--- config.mk ---
export PLATFORM = sky130hd
export DESIGN_NAME = template_scan_matcher
export DESIGN_NICKNAME = d
export VERILOG_FILES = /design/src/rtl/tsm_pkg.sv /design/src/rtl/pix_score_acc.sv /design/src/rtl/template_scan_matcher.sv
export SDC_FILE = /design/constraint.sdc
export NUM_CORES = 1
export LEC_CHECK = 0
export CAP_MARGIN = 20
export CORE_MARGIN = 5
export CORE_UTILIZATION = 40
export CTS_CLUSTER_DIAMETER = 150
export CTS_CLUSTER_SIZE = 14
export DETAILED_ROUTE_END_ITERATION = 10
export GPL_TIMING_DRIVEN = 0
export SYNTH_ARGS = -nofsm -noshare
export SYNTH_HDL_FRONTEND = slang
export SYNTH_SLANG_ARGS = --single-unit
--- constraint.sdc ---
create_clock -name clk -period 2.35 [get_ports clk]
set_input_delay 0.235 -clock clk [delete_from_list [all_inputs] [get_ports clk]]
set_output_delay 0.235 -clock clk [all_outputs]
set_load 0.1 [all_outputs]
--- src/rtl/tsm_pkg.sv ---
// Shared constants and state encoding for the template scan matcher.
package tsm_pkg;

    localparam int ADDR_W = 12;
    localparam int DEPTH  = 1 << ADDR_W;
    localparam int CNT_W  = 13;
    localparam logic FG_LEVEL = 1'b0;

    typedef enum logic [1:0] {
        IDLE  = 2'd0,
        SCAN  = 2'd1,
        DRAIN = 2'd2,
        DONE  = 2'd3
    } tsm_state_e;

endpackage

--- src/rtl/pix_score_acc.sv ---
// Three pixel-pair score accumulators; exposes next-state values so the
// owner can capture the final totals on the same edge as the last pixel.
module pix_score_acc
    import tsm_pkg::*;
(
    input  logic             clk_i,
    input  logic             reset_i,
    input  logic             clear_i,
    input  logic             valid_i,
    input  logic             tmpl_bit_i,
    input  logic             img_bit_i,
    output logic [CNT_W-1:0] match_d_o,
    output logic [CNT_W-1:0] fg_hit_d_o,
    output logic [CNT_W-1:0] tmpl_fg_d_o
);

    logic [CNT_W-1:0] match_q, fg_hit_q, tmpl_fg_q;
    logic [CNT_W-1:0] match_d, fg_hit_d, tmpl_fg_d;
    logic             tmpl_fg, img_fg;

    always_comb begin
        tmpl_fg   = (tmpl_bit_i == FG_LEVEL);
        img_fg    = (img_bit_i == FG_LEVEL);
        match_d   = match_q   + CNT_W'(valid_i && (tmpl_bit_i == img_bit_i));
        fg_hit_d  = fg_hit_q  + CNT_W'(valid_i && tmpl_fg && img_fg);
        tmpl_fg_d = tmpl_fg_q + CNT_W'(valid_i && tmpl_fg);
    end

    always_ff @(posedge clk_i) begin
        if (reset_i || clear_i) begin
            match_q   <= '0;
            fg_hit_q  <= '0;
            tmpl_fg_q <= '0;
        end else begin
            match_q   <= match_d;
            fg_hit_q  <= fg_hit_d;
            tmpl_fg_q <= tmpl_fg_d;
        end
    end

    assign match_d_o   = match_d;
    assign fg_hit_d_o  = fg_hit_d;
    assign tmpl_fg_d_o = tmpl_fg_d;

endmodule

--- src/rtl/template_scan_matcher.sv ---
// Sweeps one template ROM and the image buffer in lockstep and scores the
// pixel pairs; results land in the DONE cycle, DEPTH+2 cycles after start.
module template_scan_matcher
    import tsm_pkg::*;
(
    input  logic              clk,
    input  logic              reset,
    input  logic              start,
    input  logic              abort,
    output logic              rom_ce,
    output logic              rom_oce,
    output logic [ADDR_W-1:0] rom_ad,
    input  logic              rom_dout,
    output logic              img_ce,
    output logic [ADDR_W-1:0] img_ad,
    input  logic              img_dout,
    output logic              busy,
    output logic              done,
    output logic [CNT_W-1:0]  match_cnt,
    output logic [CNT_W-1:0]  fg_hit_cnt,
    output logic [CNT_W-1:0]  tmpl_fg_cnt
);

    localparam logic [ADDR_W-1:0] LAST_AD = ADDR_W'(DEPTH - 1);

    tsm_state_e        state_q;
    logic              busy_q, done_q, ce_q, vld_q;
    logic [ADDR_W-1:0] ad_q;
    logic [CNT_W-1:0]  match_q, fg_hit_q, tmpl_fg_q;
    logic [CNT_W-1:0]  match_d, fg_hit_d, tmpl_fg_d;
    logic              acc_clear;

    assign acc_clear = (state_q == IDLE) && start && !abort;

    pix_score_acc u_acc (
        .clk_i       (clk),
        .reset_i     (reset),
        .clear_i     (acc_clear),
        .valid_i     (vld_q),
        .tmpl_bit_i  (rom_dout),
        .img_bit_i   (img_dout),
        .match_d_o   (match_d),
        .fg_hit_d_o  (fg_hit_d),
        .tmpl_fg_d_o (tmpl_fg_d)
    );

    always_ff @(posedge clk) begin
        if (reset) begin
            state_q   <= IDLE;
            busy_q    <= 1'b0;
            done_q    <= 1'b0;
            ce_q      <= 1'b0;
            vld_q     <= 1'b0;
            ad_q      <= '0;
            match_q   <= '0;
            fg_hit_q  <= '0;
            tmpl_fg_q <= '0;
        end else begin
            done_q <= 1'b0;
            // ROM data trails its address by one cycle
            vld_q  <= ce_q;
            case (state_q)
                IDLE: begin
                    if (start && !abort) begin
                        state_q <= SCAN;
                        busy_q  <= 1'b1;
                        ce_q    <= 1'b1;
                        ad_q    <= '0;
                    end
                end
                SCAN: begin
                    if (abort) begin
                        state_q <= IDLE;
                        busy_q  <= 1'b0;
                        ce_q    <= 1'b0;
                    end else if (ad_q == LAST_AD) begin
                        state_q <= DRAIN;
                        ce_q    <= 1'b0;
                    end else begin
                        ad_q <= ad_q + ADDR_W'(1);
                    end
                end
                DRAIN: begin
                    busy_q <= 1'b0;
                    if (abort) begin
                        state_q <= IDLE;
                    end else begin
                        // Capture totals including the last pixel accumulated this edge
                        state_q   <= DONE;
                        done_q    <= 1'b1;
                        match_q   <= match_d;
                        fg_hit_q  <= fg_hit_d;
                        tmpl_fg_q <= tmpl_fg_d;
                    end
                end
                DONE: begin
                    state_q <= IDLE;
                end
                default: begin
                    state_q <= IDLE;
                    busy_q  <= 1'b0;
                    ce_q    <= 1'b0;
                end
            endcase
        end
    end

    assign busy        = busy_q;
    assign done        = done_q;
    assign rom_ce      = ce_q;
    assign img_ce      = ce_q;
    assign rom_oce     = busy_q;
    assign rom_ad      = ad_q;
    assign img_ad      = ad_q;
    assign match_cnt   = match_q;
    assign fg_hit_cnt  = fg_hit_q;
    assign tmpl_fg_cnt = tmpl_fg_q;

endmodule

==> qor.txt <==
========================================================================================
Result of the run ......................................................... finished clean
Average vias per placed instance ..........................................         5.06
Post-Place Cell Area ...................................................... 0.00502 sq mm
Achievable clock frequency ................................................    0.437 GHz
Endpoints failing setup ...................................................            0
Power density over cell area ..............................................  603 mW/mm^2
Worst-case register-to-register setup slack ...............................      0.31 ns
Final worst-path setup slack ..............................................    0.0636 ns
Crit Reg-Reg Endpoint ..................................................... u_acc.fg_hit_q[12]$_SDFF_PP0_
Area of all sequential standard cells ..................................... 0.00193 sq mm
Number of iterations in the first detailed-routing pass ...................            4
Hold violation total from the final report ................................            0
Number of synthesized flops with an enable pin ............................            0
Worst reg2reg path depth ..................................................            6
Max IR drop VDD ...........................................................   0.000273 V
Post-route minimum period .................................................      2.29 ns
Top flip-flop cell by instance count after synthesis ...................... sky130_fd_sc_hd__dfxtp_1
Total area of multi-input combinational cells ............................. 0.00196 sq mm
Category of cells accounting for the largest share of critical-path delay . buffers and inverters
Fill count ................................................................         1014
Initial antenna violation count ...........................................            0
Htree depth ...............................................................            3
Series of cell instances along the critical path .......................... clkdlybuf4s50_1
Largest driver fanout on the critical path ................................            8
First-pass GRT wire length ................................................      16.5 mm
Maximum number of pins on one net before global-route repair ..............           16
RR Startpoint ............................................................. state_q[0]$_SDFFE_PP0P_
Post-route ant nets .......................................................            0
Placer's final routability congestion estimate ............................        0.825
Full die area ............................................................. 0.0124 sq mm
Post-Route Setup TNS ......................................................         0 ns
Chip Height ...............................................................       112 um
Maximum clock insertion buffer count ......................................            2
Mapped Area ............................................................... 0.00412 sq mm
Core footprint ............................................................ 0.0102 sq mm
TritonCTS clock tree ......................................................          yes
Worst stage delay on the critical path ....................................      1.20 ns
Worst hold margin .........................................................     0.418 ns
Cts hold-fix bufs .........................................................            0
Number of DRC markers after the initial detailed-route iteration ..........          134
CTS sink cnt ..............................................................           96
Most common library cell in the layout ignoring fill and taps ............. sky130_fd_sc_hd__dfxtp_1
Req. time, crit path ......................................................      2.12 ns
Area of all placed cells without fillers .................................. 0.00523 sq mm
Arrival time of the worst setup path ......................................      2.05 ns
Leakage power total .......................................................      1.86 nW
Clock buffer count from CTS ...............................................            9
Total Nets Final ..........................................................          554
Max Slew Vio Count ........................................................            0
Critical path launch point type ...........................................         flop
Count of pins on the block boundary .......................................           74
Max-capacitance violation count ...........................................            0
Fraction of the yosys area taken by sequential cells ......................        46.6%
Area grow syn2layout ......................................................        26.7%
Hpwl dp ...................................................................      7.11 mm
Slowest stage cell, crit path ............................................. sky130_fd_sc_hd__clkdlybuf4s50_1
Synthesized net count .....................................................          471
Async set or reset register ratio after synthesis .........................           0%
Root buffer cell .......................................................... sky130_fd_sc_hd__clkbuf_8
Yosys warning count .......................................................            0
Hold/Removal Path Class ................................................... input port to flop
Total detailed-routing wirelength .........................................      9.61 mm
Synthesized area per cell .................................................   9.10 sq um
Unrepaired setup endpoints after global routing ...........................           no
Count of inserted antenna diode cells .....................................            0
Clock Skew ................................................................    0.0120 ns
Crit. path cell count .....................................................            1
Hold path cells ...........................................................            4
Mapped Cells ..............................................................          453
Die X-Extent ..............................................................       112 um
Slew Limit Headroom .......................................................        34.3%
Transition time of the tightest slew-check pin ............................     0.982 ns
Starting density of the core ..............................................        40.5%
Hold_sp ...................................................................        reset
Share of final-layout standard cells stronger than drive strength 1 .......        8.33%
Average wire length per cell after detail routing .........................      14.2 um
Buffers and inverters on the worst path ...................................            1
Seq cells post-synth ......................................................           96
Std cell rows .............................................................           37
Buffers added on ports ....................................................           72
Final Power ...............................................................    0.00315 W
DR vias ...................................................................         3423
Post-Place Setup Slack ....................................................   -0.0921 ns
Netlist cell types ........................................................           50
Highest-count cells in the layout ignoring fill and taps .................. sky130_fd_sc_hd__dfxtp_1, sky130_fd_sc_hd__nor2_1, sky130_fd_sc_hd__clkdlybuf4s50_1
Capture endpoint of the worst hold path ................................... match_cnt[12]$_SDFFE_PP0P_
Global-route total usage across every layer ...............................        15.9%
Latest clock arrival within the worst-skew pair ...........................      0.35 ns
Overall overflow remaining after global route .............................            0
Number of design rule violations left after detail routing ................            0
Critical path start-end classification .................................... flop to output pin
Vias in the first global route ............................................         3426
Clock transition at path regs .............................................      0.09 ns
Type of destination of the critical path ..................................   output pin
Share of the clock period used by the worst path after layout .............        97.3%
========================================================================================
==> through the flow <==
stage                     cells  utilization [%]
final                       676             51.3
after global routing        676             51.3
after CTS                   676             51.2
after detailed placement    661             49.3
after global placement      661             49.3
after floorplan             453                -
==> registers in the layout, indices dropped and copies added (netlist names) <==
register / count
fg_hit_cnt: 13
match_cnt: 13
tmpl_fg_cnt: 13
u_acc.fg_hit_q: 13
u_acc.match_q: 13
u_acc.tmpl_fg_q: 13
img_ad: 12
state_q: 2
busy: 1
done: 1
img_ce: 1
vld_q: 1
==> report_power, final <==
| group | leakage (nW) | switching (W) | total, W | internal, W |
|---|---|---|---|---|
| Sequential | 0.775 | 0.0000163 | 0.00166 | 0.00164 |
| Clock | 0.102 | 0.000559 | 0.00111 | 0.000547 |
| Combinational | 0.987 | 0.000283 | 0.000384 | 0.000101 |
==> synthesized netlist by cell type, types with 2 or more instances <==
cell                       count  area, sq um
sky130_fd_sc_hd__a211oi_1     34          255
sky130_fd_sc_hd__a21oi_1      13         65.1
sky130_fd_sc_hd__a311oi_1      6         52.6
sky130_fd_sc_hd__a31oi_1       6         37.5
sky130_fd_sc_hd__and2_1        2         12.5
sky130_fd_sc_hd__and3_1       11         68.8
sky130_fd_sc_hd__and4_1        4         35.0
sky130_fd_sc_hd__buf_4        15          113
sky130_fd_sc_hd__clkbuf_1     22         82.6
sky130_fd_sc_hd__dfxtp_1      96         1920
sky130_fd_sc_hd__ha_1         12          150
sky130_fd_sc_hd__inv_1        10         37.5
sky130_fd_sc_hd__nand2_1      28          105
sky130_fd_sc_hd__nand2b_1      6         37.5
sky130_fd_sc_hd__nand3_1      15         75.1
sky130_fd_sc_hd__nand3b_1      2         15.0
sky130_fd_sc_hd__nand4_1      12         75.1
sky130_fd_sc_hd__nor2_1       75          282
sky130_fd_sc_hd__nor2b_1       4         25.0
sky130_fd_sc_hd__nor3_1        8         40.0
sky130_fd_sc_hd__nor4_1        2         12.5
sky130_fd_sc_hd__o21ai_0       2         10.0
sky130_fd_sc_hd__o21ai_1       4         20.0
sky130_fd_sc_hd__o311ai_0      2         17.5
sky130_fd_sc_hd__o31ai_1       2         15.0
sky130_fd_sc_hd__o41ai_1       3         26.3
sky130_fd_sc_hd__xnor2_1      20          175
sky130_fd_sc_hd__xor2_1       15          131
==> cell type report <==
class	instances	share of cell area [%]
Buffer	39	3.90
Clock buffer	11	2.90
Clock inverter	4	0.982
Inverter	11	0.790
Multi-Input combinational cell	307	37.4
Sequential cell	96	36.9
Tap cell	136	3.26
Timing Repair Buffer	72	13.9
==> tightest hold or removal path, stage by stage <==
cell and delay (ns):
sky130_fd_sc_hd__clkbuf_1 0.14, sky130_fd_sc_hd__clkinv_1 0.20, sky130_fd_sc_hd__nand3_1 0.10, sky130_fd_sc_hd__o31ai_1 0.06
==> how the worst max path moves through the flow <==
stage                                start                           to
detailed placement                rom_dout  fg_hit_cnt[12]$_SDFFE_PP0P_
floorplan           img_ad[8]$_SDFFE_PP0P_       img_ad[2]$_SDFFE_PP0P_
global route        img_ad[5]$_SDFFE_PP0P_                    img_ad[5]
finish              img_ad[6]$_SDFFE_PP0P_                    img_ad[6]
global placement                  rom_dout  fg_hit_cnt[12]$_SDFFE_PP0P_
CTS                 img_ad[2]$_SDFFE_PP0P_                    rom_ad[2]
==> what timing repair did <==
action | 4_1_cts | 5_1_grt
resized for setup | 4 | 4
hold endpoints to repair | 0 | 0
buffers inserted | 0 | 0
endpoints found under the setup margin | 4 | 4
==> cell families (layout without fill, tap and decap cells) <==
kind of cell               Yosys count  count (layout)  synth area share, %
and+or+nand+nor                    179             179                 21.6
DFF                                 96              96                 46.6
AOI/OAI and AO/OA                   81              81                 14.7
buffers and inverters               50             137                 5.95
xor gates and xnor gates            35              35                 7.44
adders and majority gates           12              12                 3.64
==> layer usage <==
layer	global-route usage [%]	routed length [um]	vias up
met1	20.9	4650	1606
met3	3.64	401	9
met5	0	0	-
li1	-	-	1744
met2	26.5	4460	64
met4	4.38	95	0
Note: power is estimated with default switching activity, not from simulation.
